**src/rtl/osc_clk_enable_gen_pkg.sv**
```systemverilog
// ----------------------------------------------------------------------------
// osc_clk_pkg
// Shared types and helpers for the oscillator clock-enable generator:
//   state_t     - settle/run FSM encoding
//   DEF_DIV_W   - default divider width
//   DEF_SETTLE  - default number of settle cycles after reset
//   clog2_min1  - ceil(log2(n)) clamped to at least 1 (for index widths)
// ----------------------------------------------------------------------------
package osc_clk_pkg;

   typedef enum logic [0:0] {
      SETTLE = 1'b0,
      RUN    = 1'b1
   } state_t;

   localparam int DEF_DIV_W  = 16;
   localparam int DEF_SETTLE = 1024;

   // Width of an index able to address n items, never narrower than 1 bit.
   function automatic int clog2_min1(input int n);
      int w;
      w = $clog2(n);
      if (w < 1) begin
         return 1;
      end else begin
         return w;
      end
   endfunction

endpackage

```
**src/rtl/osc_clk_enable_gen_div_ch.sv**
```systemverilog
// ----------------------------------------------------------------------------
// osc_div_ch
// One divider channel: shadow divide register, down-counter, tick decode and
// divided square wave.
//   clk      in  oscillator clock
//   rst      in  synchronous active-high reset
//   run      in  settle interval complete (channel may count)
//   en       in  channel run enable
//   wr       in  write strobe for this channel's shadow register
//   wr_data  in  new divide value
//   tick     out one-cycle enable pulse, once per effective divide period
//   clk_div  out registered square wave, toggles on every tick
// ----------------------------------------------------------------------------
module osc_div_ch
   import osc_clk_pkg::*;
#(
   parameter int DIV_W       = DEF_DIV_W,
   parameter int DEFAULT_DIV = 50
) (
   input  logic             clk,
   input  logic             rst,
   input  logic             run,
   input  logic             en,
   input  logic             wr,
   input  logic [DIV_W-1:0] wr_data,
   output logic             tick,
   output logic             clk_div
);

   logic [DIV_W-1:0] shadow;
   logic [DIV_W-1:0] shadow_nxt;
   logic [DIV_W-1:0] cnt;
   logic             active;
   logic             at_zero;

   // Reload value is max(d,1)-1, so a programmed 0 behaves exactly like 1.
   function automatic logic [DIV_W-1:0] reload_val(input logic [DIV_W-1:0] d);
      if (d == {DIV_W{1'b0}}) begin
         return {DIV_W{1'b0}};
      end else begin
         return d - DIV_W'(1'b1);
      end
   endfunction

   assign active  = run & en;
   assign at_zero = (cnt == {DIV_W{1'b0}});
   assign tick    = active & at_zero;

   // Shadow value as it will be after this edge (write takes priority).
   always_comb begin
      shadow_nxt = shadow;
      if (wr) begin
         shadow_nxt = wr_data;
      end else begin
         shadow_nxt = shadow;
      end
   end

   // Shadow divide register.
   always_ff @(posedge clk) begin
      if (rst) begin
         shadow <= DIV_W'(DEFAULT_DIV);
      end else begin
         shadow <= shadow_nxt;
      end
   end

   // Down-counter: while idle it tracks the incoming shadow so a fresh write
   // is already loaded; while running, reloads use the shadow as it stood
   // during the reload cycle, so a coincident write waits one full period.
   always_ff @(posedge clk) begin
      if (rst) begin
         cnt <= {DIV_W{1'b0}};
      end else if (!active) begin
         cnt <= reload_val(shadow_nxt);
      end else if (at_zero) begin
         cnt <= reload_val(shadow);
      end else begin
         cnt <= cnt - DIV_W'(1'b1);
      end
   end

   // Square wave: flips on each tick, forced low while the channel is idle.
   always_ff @(posedge clk) begin
      if (rst) begin
         clk_div <= 1'b0;
      end else if (!active) begin
         clk_div <= 1'b0;
      end else if (at_zero) begin
         clk_div <= ~clk_div;
      end else begin
         clk_div <= clk_div;
      end
   end

endmodule

```
**src/rtl/osc_clk_enable_gen.sv**
```systemverilog
// ----------------------------------------------------------------------------
// osc_clk_enable_gen
// Generates NUM_CH runtime-programmable clock-enable ticks and divided square
// waves from the fabric oscillator clock, with all outputs quiet until a
// startup settle interval has elapsed.
//   CLK          in  fabric oscillator clock
//   RESET        in  synchronous active-high reset
//   DIV_WR_EN    in  one-cycle divider write strobe
//   DIV_WR_CH    in  target channel index
//   DIV_WR_DATA  in  new divide value
//   CH_EN        in  per-channel run enable
//   READY        out settle complete
//   DIV_WR_ACK   out one-cycle acknowledge of an accepted write
//   TICK         out per-channel one-cycle enable pulse
//   CLK_DIV      out per-channel 50% square wave (status use only)
// ----------------------------------------------------------------------------
module osc_clk_enable_gen
   import osc_clk_pkg::*;
#(
   parameter int NUM_CH        = 4,
   parameter int DIV_W         = DEF_DIV_W,
   parameter int SETTLE_CYCLES = DEF_SETTLE,
   parameter int DEFAULT_DIV   = 50
) (
   input  logic                          CLK,
   input  logic                          RESET,
   input  logic                          DIV_WR_EN,
   input  logic [clog2_min1(NUM_CH)-1:0] DIV_WR_CH,
   input  logic [DIV_W-1:0]              DIV_WR_DATA,
   input  logic [NUM_CH-1:0]             CH_EN,
   output logic                          READY,
   output logic                          DIV_WR_ACK,
   output logic [NUM_CH-1:0]             TICK,
   output logic [NUM_CH-1:0]             CLK_DIV
);

   localparam int CH_W  = clog2_min1(NUM_CH);
   localparam int SET_W = clog2_min1(SETTLE_CYCLES);
   localparam logic [SET_W-1:0] SETTLE_LAST = SET_W'(SETTLE_CYCLES - 1);

   state_t            state;
   state_t            state_nxt;
   logic [SET_W-1:0]  settle_cnt;
   logic              settle_done;
   logic              ready_nxt;
   logic [NUM_CH-1:0] wr_sel;

   assign settle_done = (settle_cnt == SETTLE_LAST);

   // FSM state register.
   always_ff @(posedge CLK) begin
      if (RESET) begin
         state <= SETTLE;
      end else begin
         state <= state_nxt;
      end
   end

   // FSM next-state logic; RUN is left only through reset.
   always_comb begin
      state_nxt = state;
      case (state)
         SETTLE: begin
            if (settle_done) begin
               state_nxt = RUN;
            end else begin
               state_nxt = SETTLE;
            end
         end
         RUN:     state_nxt = RUN;
         default: state_nxt = SETTLE;
      endcase
   end

   // FSM output decode, taken from the next state so READY registers with it.
   always_comb begin
      ready_nxt = 1'b0;
      case (state_nxt)
         RUN:     ready_nxt = 1'b1;
         SETTLE:  ready_nxt = 1'b0;
         default: ready_nxt = 1'b0;
      endcase
   end

   // READY register; also acts as the channels' run qualifier.
   always_ff @(posedge CLK) begin
      if (RESET) begin
         READY <= 1'b0;
      end else begin
         READY <= ready_nxt;
      end
   end

   // Settle counter; freezes once the interval has been reached.
   always_ff @(posedge CLK) begin
      if (RESET) begin
         settle_cnt <= {SET_W{1'b0}};
      end else if ((state == SETTLE) && !settle_done) begin
         settle_cnt <= settle_cnt + SET_W'(1'b1);
      end else begin
         settle_cnt <= settle_cnt;
      end
   end

   // One-hot write select; an out-of-range index selects nothing.
   always_comb begin
      wr_sel = {NUM_CH{1'b0}};
      for (int i = 0; i < NUM_CH; i++) begin
         if (DIV_WR_EN && (DIV_WR_CH == CH_W'(i))) begin
            wr_sel[i] = 1'b1;
         end else begin
            wr_sel[i] = 1'b0;
         end
      end
   end

   // Acknowledge exactly the writes that landed in a channel.
   always_ff @(posedge CLK) begin
      if (RESET) begin
         DIV_WR_ACK <= 1'b0;
      end else begin
         DIV_WR_ACK <= |wr_sel;
      end
   end

   for (genvar g = 0; g < NUM_CH; g++) begin : g_ch
      osc_div_ch #(
         .DIV_W       (DIV_W),
         .DEFAULT_DIV (DEFAULT_DIV)
      ) u_ch (
         .clk     (CLK),
         .rst     (RESET),
         .run     (READY),
         .en      (CH_EN[g]),
         .wr      (wr_sel[g]),
         .wr_data (DIV_WR_DATA),
         .tick    (TICK[g]),
         .clk_div (CLK_DIV[g])
      );
   end

endmodule

```
**config.mk**
```make
export PLATFORM = sky130hd
export DESIGN_NAME = osc_clk_enable_gen
export DESIGN_NICKNAME = d
export VERILOG_FILES = /design/src/rtl/osc_clk_enable_gen_pkg.sv /design/src/rtl/osc_clk_enable_gen_div_ch.sv /design/src/rtl/osc_clk_enable_gen.sv
export SDC_FILE = /design/constraint.sdc
export NUM_CORES = 1
export LEC_CHECK = 0
export BUFFER_PORTS_ARGS = -buffer_cell sky130_fd_sc_hd__clkbuf_2
export CAP_MARGIN = 30
export CORE_AREA = 5 5 147 149
export DETAILED_ROUTE_END_ITERATION = 16
export DIE_AREA = 0 0 152 154
export HOLD_SLACK_MARGIN = 0.1
export PLACE_DENSITY_LB_ADDON = 0.25
export SYNTH_ARGS = -nofsm -noshare
export SYNTH_HDL_FRONTEND = slang
export SYNTH_SLANG_ARGS = --single-unit
```
**constraint.sdc**
```tcl
create_clock -name CLK -period 7 [get_ports CLK]
set_clock_uncertainty 0.1 [all_clocks]
set_input_delay 1.05 -clock CLK [delete_from_list [all_inputs] [get_ports CLK]]
set_output_delay 1.05 -clock CLK [all_outputs]
set_load 0.01 [all_outputs]
```
---- Word-level counts from Yosys, hierarchy flattened ----
Cells that the tools add are included.
word-level totals
  register bits ........................... 145
  output and inout bits ................... 10
  logic and storage cells ................. 102
  bits of input ports ..................... 25
operators by class
  reductions and logical operators ........ 24
  add/sub/neg operators ................... 13
  eq/ne operators ......................... 4
  mux-type cells .......................... 27
  bitwise gates (word level) .............. 18
operators by type and width
  kind                     number
  $mux W16                 20
  $logic_not A16 Y1        12
  $sub A16 B1 Y16 const B  12
  $add A10 B1 Y10 const B  1
  $eq A10 B10 Y1 const B   1
  $not A1 Y1               10
  $and A1 B1 Y1            8
  $reduce_or A2 Y1         4
  $logic_and A1 B1 Y1      5
  $mux W1                  5
  $eq A2 B2 Y1 const B     2
  $pmux W1 S2              2
  $reduce_or A4 Y1         1
  $eq A2 B1 Y1 const B     1
  $logic_not A2 Y1         1
  $logic_not A1 Y1         1

---- Logic depth before layout (Yosys ltp) ----
Gate-level depths: netlist of run 1.
  depth after elaboration ................. 7
  mapped depth ............................ 13
  mapped depth without buffers ............ 9

---- By module ----
From an unflattened synthesis of run 1, not the netlist that was laid out.
second synthesis, totals
  cells, all modules ...................... 1207
  area total of the unflattened synthesis .. 10308.6 um^2
by module, submodules not included
  module                          sequential area each (um^2)  cells an instance  instances  area each (um^2)
  osc_div_ch at g_ch[0].u_ch ...  660.6                        281                2          2429.8
  osc_div_ch at g_ch[2].u_ch ...  660.6                        284                2          2372.3
  osc_clk_enable_gen              240.2                        77                 1          704.4

---- Worst setup path after synthesis of run 1 ----
Ideal clock, no wire load.
  path type ............................... in2reg
  start ................................... input port DIV_WR_CH[0]
  end ..................................... register g_ch[2].u_ch.cnt[13]
  required time ........................... 6.763 ns
  stages .................................. 13
  path buffers ............................ 4
  arrival time ............................ 4.334 ns
  setup time .............................. 0.137 ns
  setup slack ............................. 2.429 ns
  cells stage by stage .................... clkbuf_1 > nand3b_1 > buf_1 > buf_1 > mux2i_1 > ha_1 > nor4b_1 > nand2_1 > o32ai_1 > nand2_1 > o21ai_1 > clkbuf_1 > o32ai_1
on the way
  cells in the longest elaborated chain, start to end .. 7
  elaborated cells between the ends (all ways) .. 8
  those cells by class .................... 1 x add/sub; 1 x eq/ne; 4 x mux; 2 x reduce/logical
ends and longest elaborated chain
  what                                                  RTL line                                                          text
  start: declaration                                    osc_clk_enable_gen.sv:28                                          input logic [clog2_min1(NUM_CH)-1:0] DIV_WR_CH,
  $eq A2 B2 Y1 (*)                                      osc_clk_enable_gen.sv:109                                         if (DIV_WR_EN && (DIV_WR_CH == CH_W'(i))) begin
  $logic_and A1 B1 Y1 (*)                               osc_clk_enable_gen.sv:109
  $mux W1 (*)                                           osc_clk_enable_gen.sv:109
  $mux W16 (*)                                          osc_clk_enable_gen_div_ch.sv:52                                   if (wr) begin
  $sub A16 B1 Y16 or $logic_not A16 Y1 (tied branches)  osc_clk_enable_gen_div_ch.sv:41, osc_clk_enable_gen_div_ch.sv:38
  $mux W16 (*)                                          osc_clk_enable_gen_div_ch.sv:38                                   if (d == {DIV_W{1'b0}}) begin
  $mux W16 (*)                                          osc_clk_enable_gen_div_ch.sv:74                                   end else if (!active) begin
  end signal: assignment                                osc_clk_enable_gen_div_ch.sv:73                                   cnt <= {DIV_W{1'b0}};
  end signal: assignment                                osc_clk_enable_gen_div_ch.sv:75                                   cnt <= reload_val(shadow_nxt);
  end signal: assignment                                osc_clk_enable_gen_div_ch.sv:77                                   cnt <= reload_val(shadow);
  end: declaration                                      osc_clk_enable_gen_div_ch.sv:32                                   logic [DIV_W-1:0] cnt;
Every way passes the cells marked *; elsewhere a longest branch is shown, timed or not.
A chain may end at the register's enable or synchronous reset.

---- Final worst setup path of run 1 ----
  start ................................... input port DIV_WR_CH[0]
  end ..................................... register g_ch[2].u_ch.cnt[8]
The elaborated chain is that of the path after synthesis.

==> results of run 1 <==
## state kept, by name, summed over array words and instances (netlist names)
signal / flops
g_ch.u_ch.shadow: 64
g_ch.u_ch.cnt: 64
DIV_WR_ACK: 1
settle_cnt: 10
g_ch.u_ch.clk_div: 4
state: 1
## area by class of cell
type | count | area, µm²
clock buffer | 20 | 467
sequential | 144 | 2880
tap | 270 | 338
fill | 1984 | 9540
inverter | 25 | 93.8
clock inverter | 12 | 85.1
timing repair buffer | 43 | 241
multi-input combinational | 1020 | 6390
## per-stage QoR
stage | util, % | power [mW] | hold slack (ns) | cells | setup WS (ns)
after global placement | 49.6 | 1.28 | 0.370 | 1501 | 2.48
after detailed placement | 49.7 | 1.29 | 0.377 | 1502 | 2.40
final | 52.4 | 2.13 | 0.380 | 1534 | 2.80
after CTS | 52.4 | 2.14 | 0.388 | 1534 | 2.84
after floorplan | - | 1.19 | 0.354 | 1268 | 2.43
after global routing | 52.4 | 2.22 | 0.423 | 1534 | 2.47
## synthesized netlist by cell type (all sizes together), types with 3 or more instances
master	instances	area, µm²
xnor2	76	666
nand4	17	106
nor4b	6	52.6
o21ai	64	320
a221oi	4	35.0
xor2	64	561
a31oi	12	75.1
a21oi	65	325
nand3	42	210
or2	5	31.3
buf	25	139
and2	6	37.5
a21boi	4	30.0
inv	25	93.8
nand4b	5	43.8
mux2i	42	420
nor2	182	683
o32ai	13	114
mux2	14	158
nand3b	14	105
nor3	58	312
o21a	3	22.5
a211o	3	26.3
a32o	6	60.1
nand2b	13	81.3
nand2	110	413
o2bb2ai	3	26.3
o211ai	11	82.6
dfxtp	144	2880
nor3b	5	37.5
and3	5	31.3
nor2b	12	75.1
a22o	3	26.3
o22ai	31	200
or4	17	135
nor4	35	253
ha	15	188
clkbuf	54	203
or3	21	131
a211oi	3	22.5
## worst max-delay path: stages
cell      delay (ns)
clkbuf_2        0.15
nand3b_1        0.12
buf_4           0.34
mux2i_1         0.35
ha_1            0.28
nor4b_1         0.58
nand2_1         0.11
o32ai_1         0.36
nand2_1         0.19
o21ai_1         0.66
o32ai_1         0.16
## worst min-delay path by stage
stage	endpoint	startpoint	slack (ns)
2_1_floorplan	settle_cnt[9]$_SDFFE_PP0P_	settle_cnt[9]$_SDFFE_PP0P_	0.35
5_1_grt	settle_cnt[9]$_SDFFE_PP0P_	settle_cnt[9]$_SDFFE_PP0P_	0.42
4_1_cts	settle_cnt[9]$_SDFFE_PP0P_	settle_cnt[9]$_SDFFE_PP0P_	0.39
3_5_place_dp	settle_cnt[9]$_SDFFE_PP0P_	settle_cnt[9]$_SDFFE_PP0P_	0.38
6_report	settle_cnt[9]$_SDFFE_PP0P_	settle_cnt[9]$_SDFFE_PP0P_	0.38
3_3_place_gp	settle_cnt[9]$_SDFFE_PP0P_	settle_cnt[9]$_SDFFE_PP0P_	0.37
## cell families after synthesis
kind of cell / synth area share [%]
flops: 29.7
fa+ha+maj: 1.93
compound gates: 16.2
simple gates: 29.0
mux: 5.96
buf+inv: 4.49
xor+xnor: 12.6
## routing by layer
layer  share of wire (%)  up-vias  GRT usage, %  wire length [µm]
met2                  47      272          37.4             12800
met4                 2.1        0          8.52               571
met1                  46     4310          31.1             12600
li1                    -     4514             -                 -
met5                   0        -             0                 0
met3                 5.5       50          3.26              1520
## power by group through the flow
stage	clock (mW)	combinational (mW)	sequential, mW
2_1_floorplan	0	0.291	0.901
3_3_place_gp	0	0.368	0.913
3_5_place_dp	0	0.372	0.914
4_1_cts	0.866	0.375	0.896
5_1_grt	0.901	0.420	0.902
6_report	0.858	0.379	0.897
==> flow_metrics.tcl, run 1 <==
set metrics [dict create \
    outcome "completed" \
    port-buffer-count 34 \
    cp-end-kind "register" \
    initialDrtViolationCount 754 \
    place_hpwl_mm 20.1 \
    ys_ff_latch 144 \
    placed_area_mm2 0.00995 \
    die_x_um 152 \
    power_leakage_nw 4.05 \
    grt_max_degree 40 \
    ys.warnings.count 0 \
    worstPathRequired_ns 7.18 \
    clock.fmax_mhz 238 \
    post_cts_buffers 0 \
    maxSlewHeadroom_pct 32.4 \
    setup_viol 0 \
    crit_end "g_ch[2].u_ch.cnt[8]$_SDFF_PP0_" \
    start_kind "input port" \
    antenna_found_initial 0 \
    fin_setup_tns_ns 0 \
    syn2layout_area_growth_pct 8.24 \
    period_needed_ns 4.20 \
    coreArea_mm2 0.0200 \
    drc 0 \
    antenna_cells 0 \
    root_buffer "clkbuf_16" \
    syn_area_per_cell_um2 7.65 \
    vias_per_cell 5.96 \
    clockBufferDepth 2 \
    grt_pass1_wl_mm 44.9 \
    drt_pass1_iterations 5 \
    overflow 0 \
    drt_wl_total_mm 27.5 \
    p_sw_share_pct 30.6 \
    internal-power_mw 1.48 \
    syn-num-nets 1308 \
    clock_power_share_pct 40.2 \
    crit_type "in -> reg" \
    pwr-share-comb_pct 17.8 \
    period_share_pct 60.0 \
    synthFlopType "dfxtp_1" \
    async_flop_share_pct 0 \
    layout_commonest_cell "nor2_1" \
    r2r_cells 8 \
    crit_path_start "DIV_WR_CH[0]" \
    cp_max_fo 23 \
    worstReg2RegEnd "g_ch[2].u_ch.cnt[8]$_SDFF_PP0_" \
    clkTransAtPathRegs_ns 0.06 \
    netlist_area_mm2 0.00970 \
    synth_seq_area_share_pct 29.7 \
    worst_pin_slew_ns 1.01 \
    layout-drive-gt1-share_pct 8.86 \
    start_util_pct 48.4 \
    hold_viol_final 0 \
    rsz0062_at_grt "false" \
    ios 35 \
    nNetsFinal 1291 \
    cp.arrival_ns 4.37 \
    synthDistinctLibCells 75 \
    ctsResizeCount 0 \
    cts_tree "yes" \
    design_area_mm2 0.0105 \
    p_sw_mw 0.654 \
    first_global_vias 8585 \
    cts_sinks 144 \
    die_h_um 154 \
    htree_num_levels 4 \
    synth_edf_count 0 \
    wl_per_cell_um 17.9 \
    maxCapViolCount 0 \
    power_density_mw_per_mm2 203 \
    timing.rr.start "g_ch[2].u_ch.shadow[0]$_SDFF_PP0_" \
    hp-class "reg -> reg" \
    insertion_delay_ns 0.43 \
    vdd_drop_max_uv 173 \
    design.die.area_mm2 0.0234 \
    cts_buffers 17 \
    grt_usage_pct 23.0 \
    place.gp.congestion 0.898 \
    syn_inst 1268 \
    hold_depth 2 \
    vias 9146 \
    mostFrequentLayoutCells "182 x nor2_1, 144 x dfxtp_1, 110 x nand2_1, 76 x xnor2_1, 65 x a21oi_1" \
    rows 52 \
    p_seq_share_pct 42.0 \
    ant_nets 0 \
    cts_hold_buf 0 \
    r2r_setup_slack_ns 3.76 \
    slew_violations 0 \
]
(Power assumes the default switching activity.)
==> inputs of run 2 (changes only) <==
Clock period 7 ns to 3.8 ns, I/O delays scaled along.
==> flow_metrics.tcl, run 2 (synthesis gave the netlist of run 1 again) <==
set metrics [dict create \
    cp_max_fo 10 \
    worstPathRequired_ns 3.13 \
    hp-class "reg -> reg" \
    hold_depth 2 \
    clockBufferDepth 2 \
    root_buffer "clkbuf_16" \
    num-fill-cells 2010 \
    clock.fmax_mhz 292 \
    drt_pass1_iterations 5 \
    slew_violations 0 \
    design.die.area_mm2 0.0234 \
    wl_met1_mm 12.9 \
    hold_viol_final 0 \
    grt_max_degree 58 \
    cp.arrival_ns 2.75 \
    maxCapViolCount 0 \
    slowest_delay_ns 0.58 \
    layout-drive-gt1-share_pct 9.47 \
    port-buffer-count 34 \
    grt_pass1_wl_mm 45.4 \
    period_needed_ns 3.42 \
    drt_wl_total_mm 28.0 \
    placed_area_mm2 0.0101 \
    dr.max_layer_used "met4" \
    layout_commonest_cell "nor2_1" \
    min_to "settle_cnt[5]$_SDFFE_PP0P_" \
    critical_path_buf_inv_count 1 \
    cts_hold_buf 0 \
    rows 52 \
    ctsResizeCount 0 \
    design_area_mm2 0.0106 \
    htree_num_levels 4 \
    nNetsFinal 1306 \
    vias_per_cell 5.92 \
    final_util_pct 53.0 \
    r2r_cells 5 \
    ant_nets 0 \
    power_leakage_nw 4.15 \
    rsz0062_at_grt "false" \
    fin_setup_tns_ns 0 \
    timing.rr.start "g_ch[1].u_ch.shadow[7]$_SDFF_PP0_" \
    worstPathCellList "or4_4, or4b_4, or3_1, nor2_1, clkbuf_2" \
    insertion_delay_ns 0.43 \
    die_x_um 152 \
    wl_per_cell_um 18.1 \
    place_hpwl_mm 20.3 \
    cts_buffers 17 \
    worstReg2RegEnd "g_ch[1].u_ch.cnt[1]$_SDFF_PP0_" \
    maxSlewHeadroom_pct 33.0 \
    vdd_drop_max_uv 352 \
    drc 0 \
    setup_viol 0 \
    cts_sinks 144 \
    initialDrtViolationCount 785 \
    place_inst 1517 \
    antenna_found_initial 0 \
    die_h_um 154 \
    first_global_vias 8701 \
    cp-end-kind "output pin" \
    post-place-ws_ns 0.432 \
    start_kind "register" \
    period_share_pct 90.0 \
    post_cts_buffers 0 \
    cts_tree "yes" \
    grt_usage_pct 23.5 \
    wl_met2_mm 12.8 \
    hold_ws_ns 0.402 \
    ios 35 \
    fin_ws_ns 0.380 \
    slowest_stage "or4_4" \
    power_mw 4.00 \
    power_density_mw_per_mm2 376 \
    r2r_setup_slack_ns 0.89 \
    place.gp.congestion 0.920 \
    finalNonFillerCells 1548 \
    antenna_cells 0 \
    clkTransAtPathRegs_ns 0.06 \
    syn2layout_area_growth_pct 9.54 \
    min-delay-start "settle_cnt[5]$_SDFFE_PP0P_" \
    reg.largest.list "g_ch.u_ch.cnt (64), g_ch.u_ch.shadow (64), settle_cnt (10)" \
    overflow 0 \
    mostFrequentLayoutCells "182 x nor2_1, 144 x dfxtp_1, 110 x nand2_1, 76 x xnor2_1, 65 x a21oi_1" \
    coreArea_mm2 0.0200 \
    worst_pin_slew_ns 0.996 \
    critPathTopFamily "simple AND/OR/NAND/NOR gates" \
    outcome "completed" \
    wl_met3_mm 1.71 \
    start_util_pct 48.4 \
    vias 9163 \
    crit_type "reg -> out" \
]
run 2: cell count changes in the layout (fill, tap and decap cells not counted), sizes merged:
cell,delta
buf,+15
bufinv,+2
clkbuf,+4
clkinv,+1
clkinvlp,-7
inv,-1
run 2: worst max-delay path by stage:
| stage | end | cells after the start | from |
|---|---|---|---|
| finish | TICK[2] | 5 | g_ch[2].u_ch.cnt[2]$_SDFF_PP0_ |
| global route | TICK[2] | 5 | g_ch[2].u_ch.cnt[2]$_SDFF_PP0_ |
| CTS | TICK[2] | 5 | g_ch[2].u_ch.cnt[2]$_SDFF_PP0_ |
| detailed placement | g_ch[2].u_ch.cnt[15]$_SDFF_PP0_ | 10 | DIV_WR_CH[0] |
| global placement | g_ch[2].u_ch.cnt[15]$_SDFF_PP0_ | 10 | DIV_WR_CH[0] |
| floorplan | g_ch[2].u_ch.cnt[13]$_SDFF_PP0_ | 13 | DIV_WR_CH[0] |
run 2: power breakdown:
part,total [mW],switching [mW],internal [mW],leakage [nW]
logic,0.711,0.432,0.279,2.70
registers,1.65,0.0780,1.57,1.18
clock network,1.63,0.643,0.991,0.278
total,4.00,1.15,2.84,4.15
run 2: worst reg2reg max path: stages (launching register included):
cell,delay (ns)
dfxtp_1,0.40
nor4_1,0.88
nand4_1,0.24
a21oi_1,0.48
a21o_1,0.48
o21ai_0,0.19
run 2: area by class of cell:
class / count / area (µm²) / share of cell area, %
multi-input combinational: 1020 / 6390 / 60.2
clock buffer: 24 / 472 / 4.44
inverter: 25 / 93.8 / 0.883
tap: 270 / 338 / 3.18
timing repair buffer: 58 / 363 / 3.41
sequential: 144 / 2880 / 27.1
clock inverter: 7 / 85.1 / 0.801
run 2: per-layer routing:
metal	up-vias	global-route usage (%)
met5	-	0
met4	0	6.72
met3	40	3.79
met2	277	38.8
met1	4315	31.9
li1	4531	-
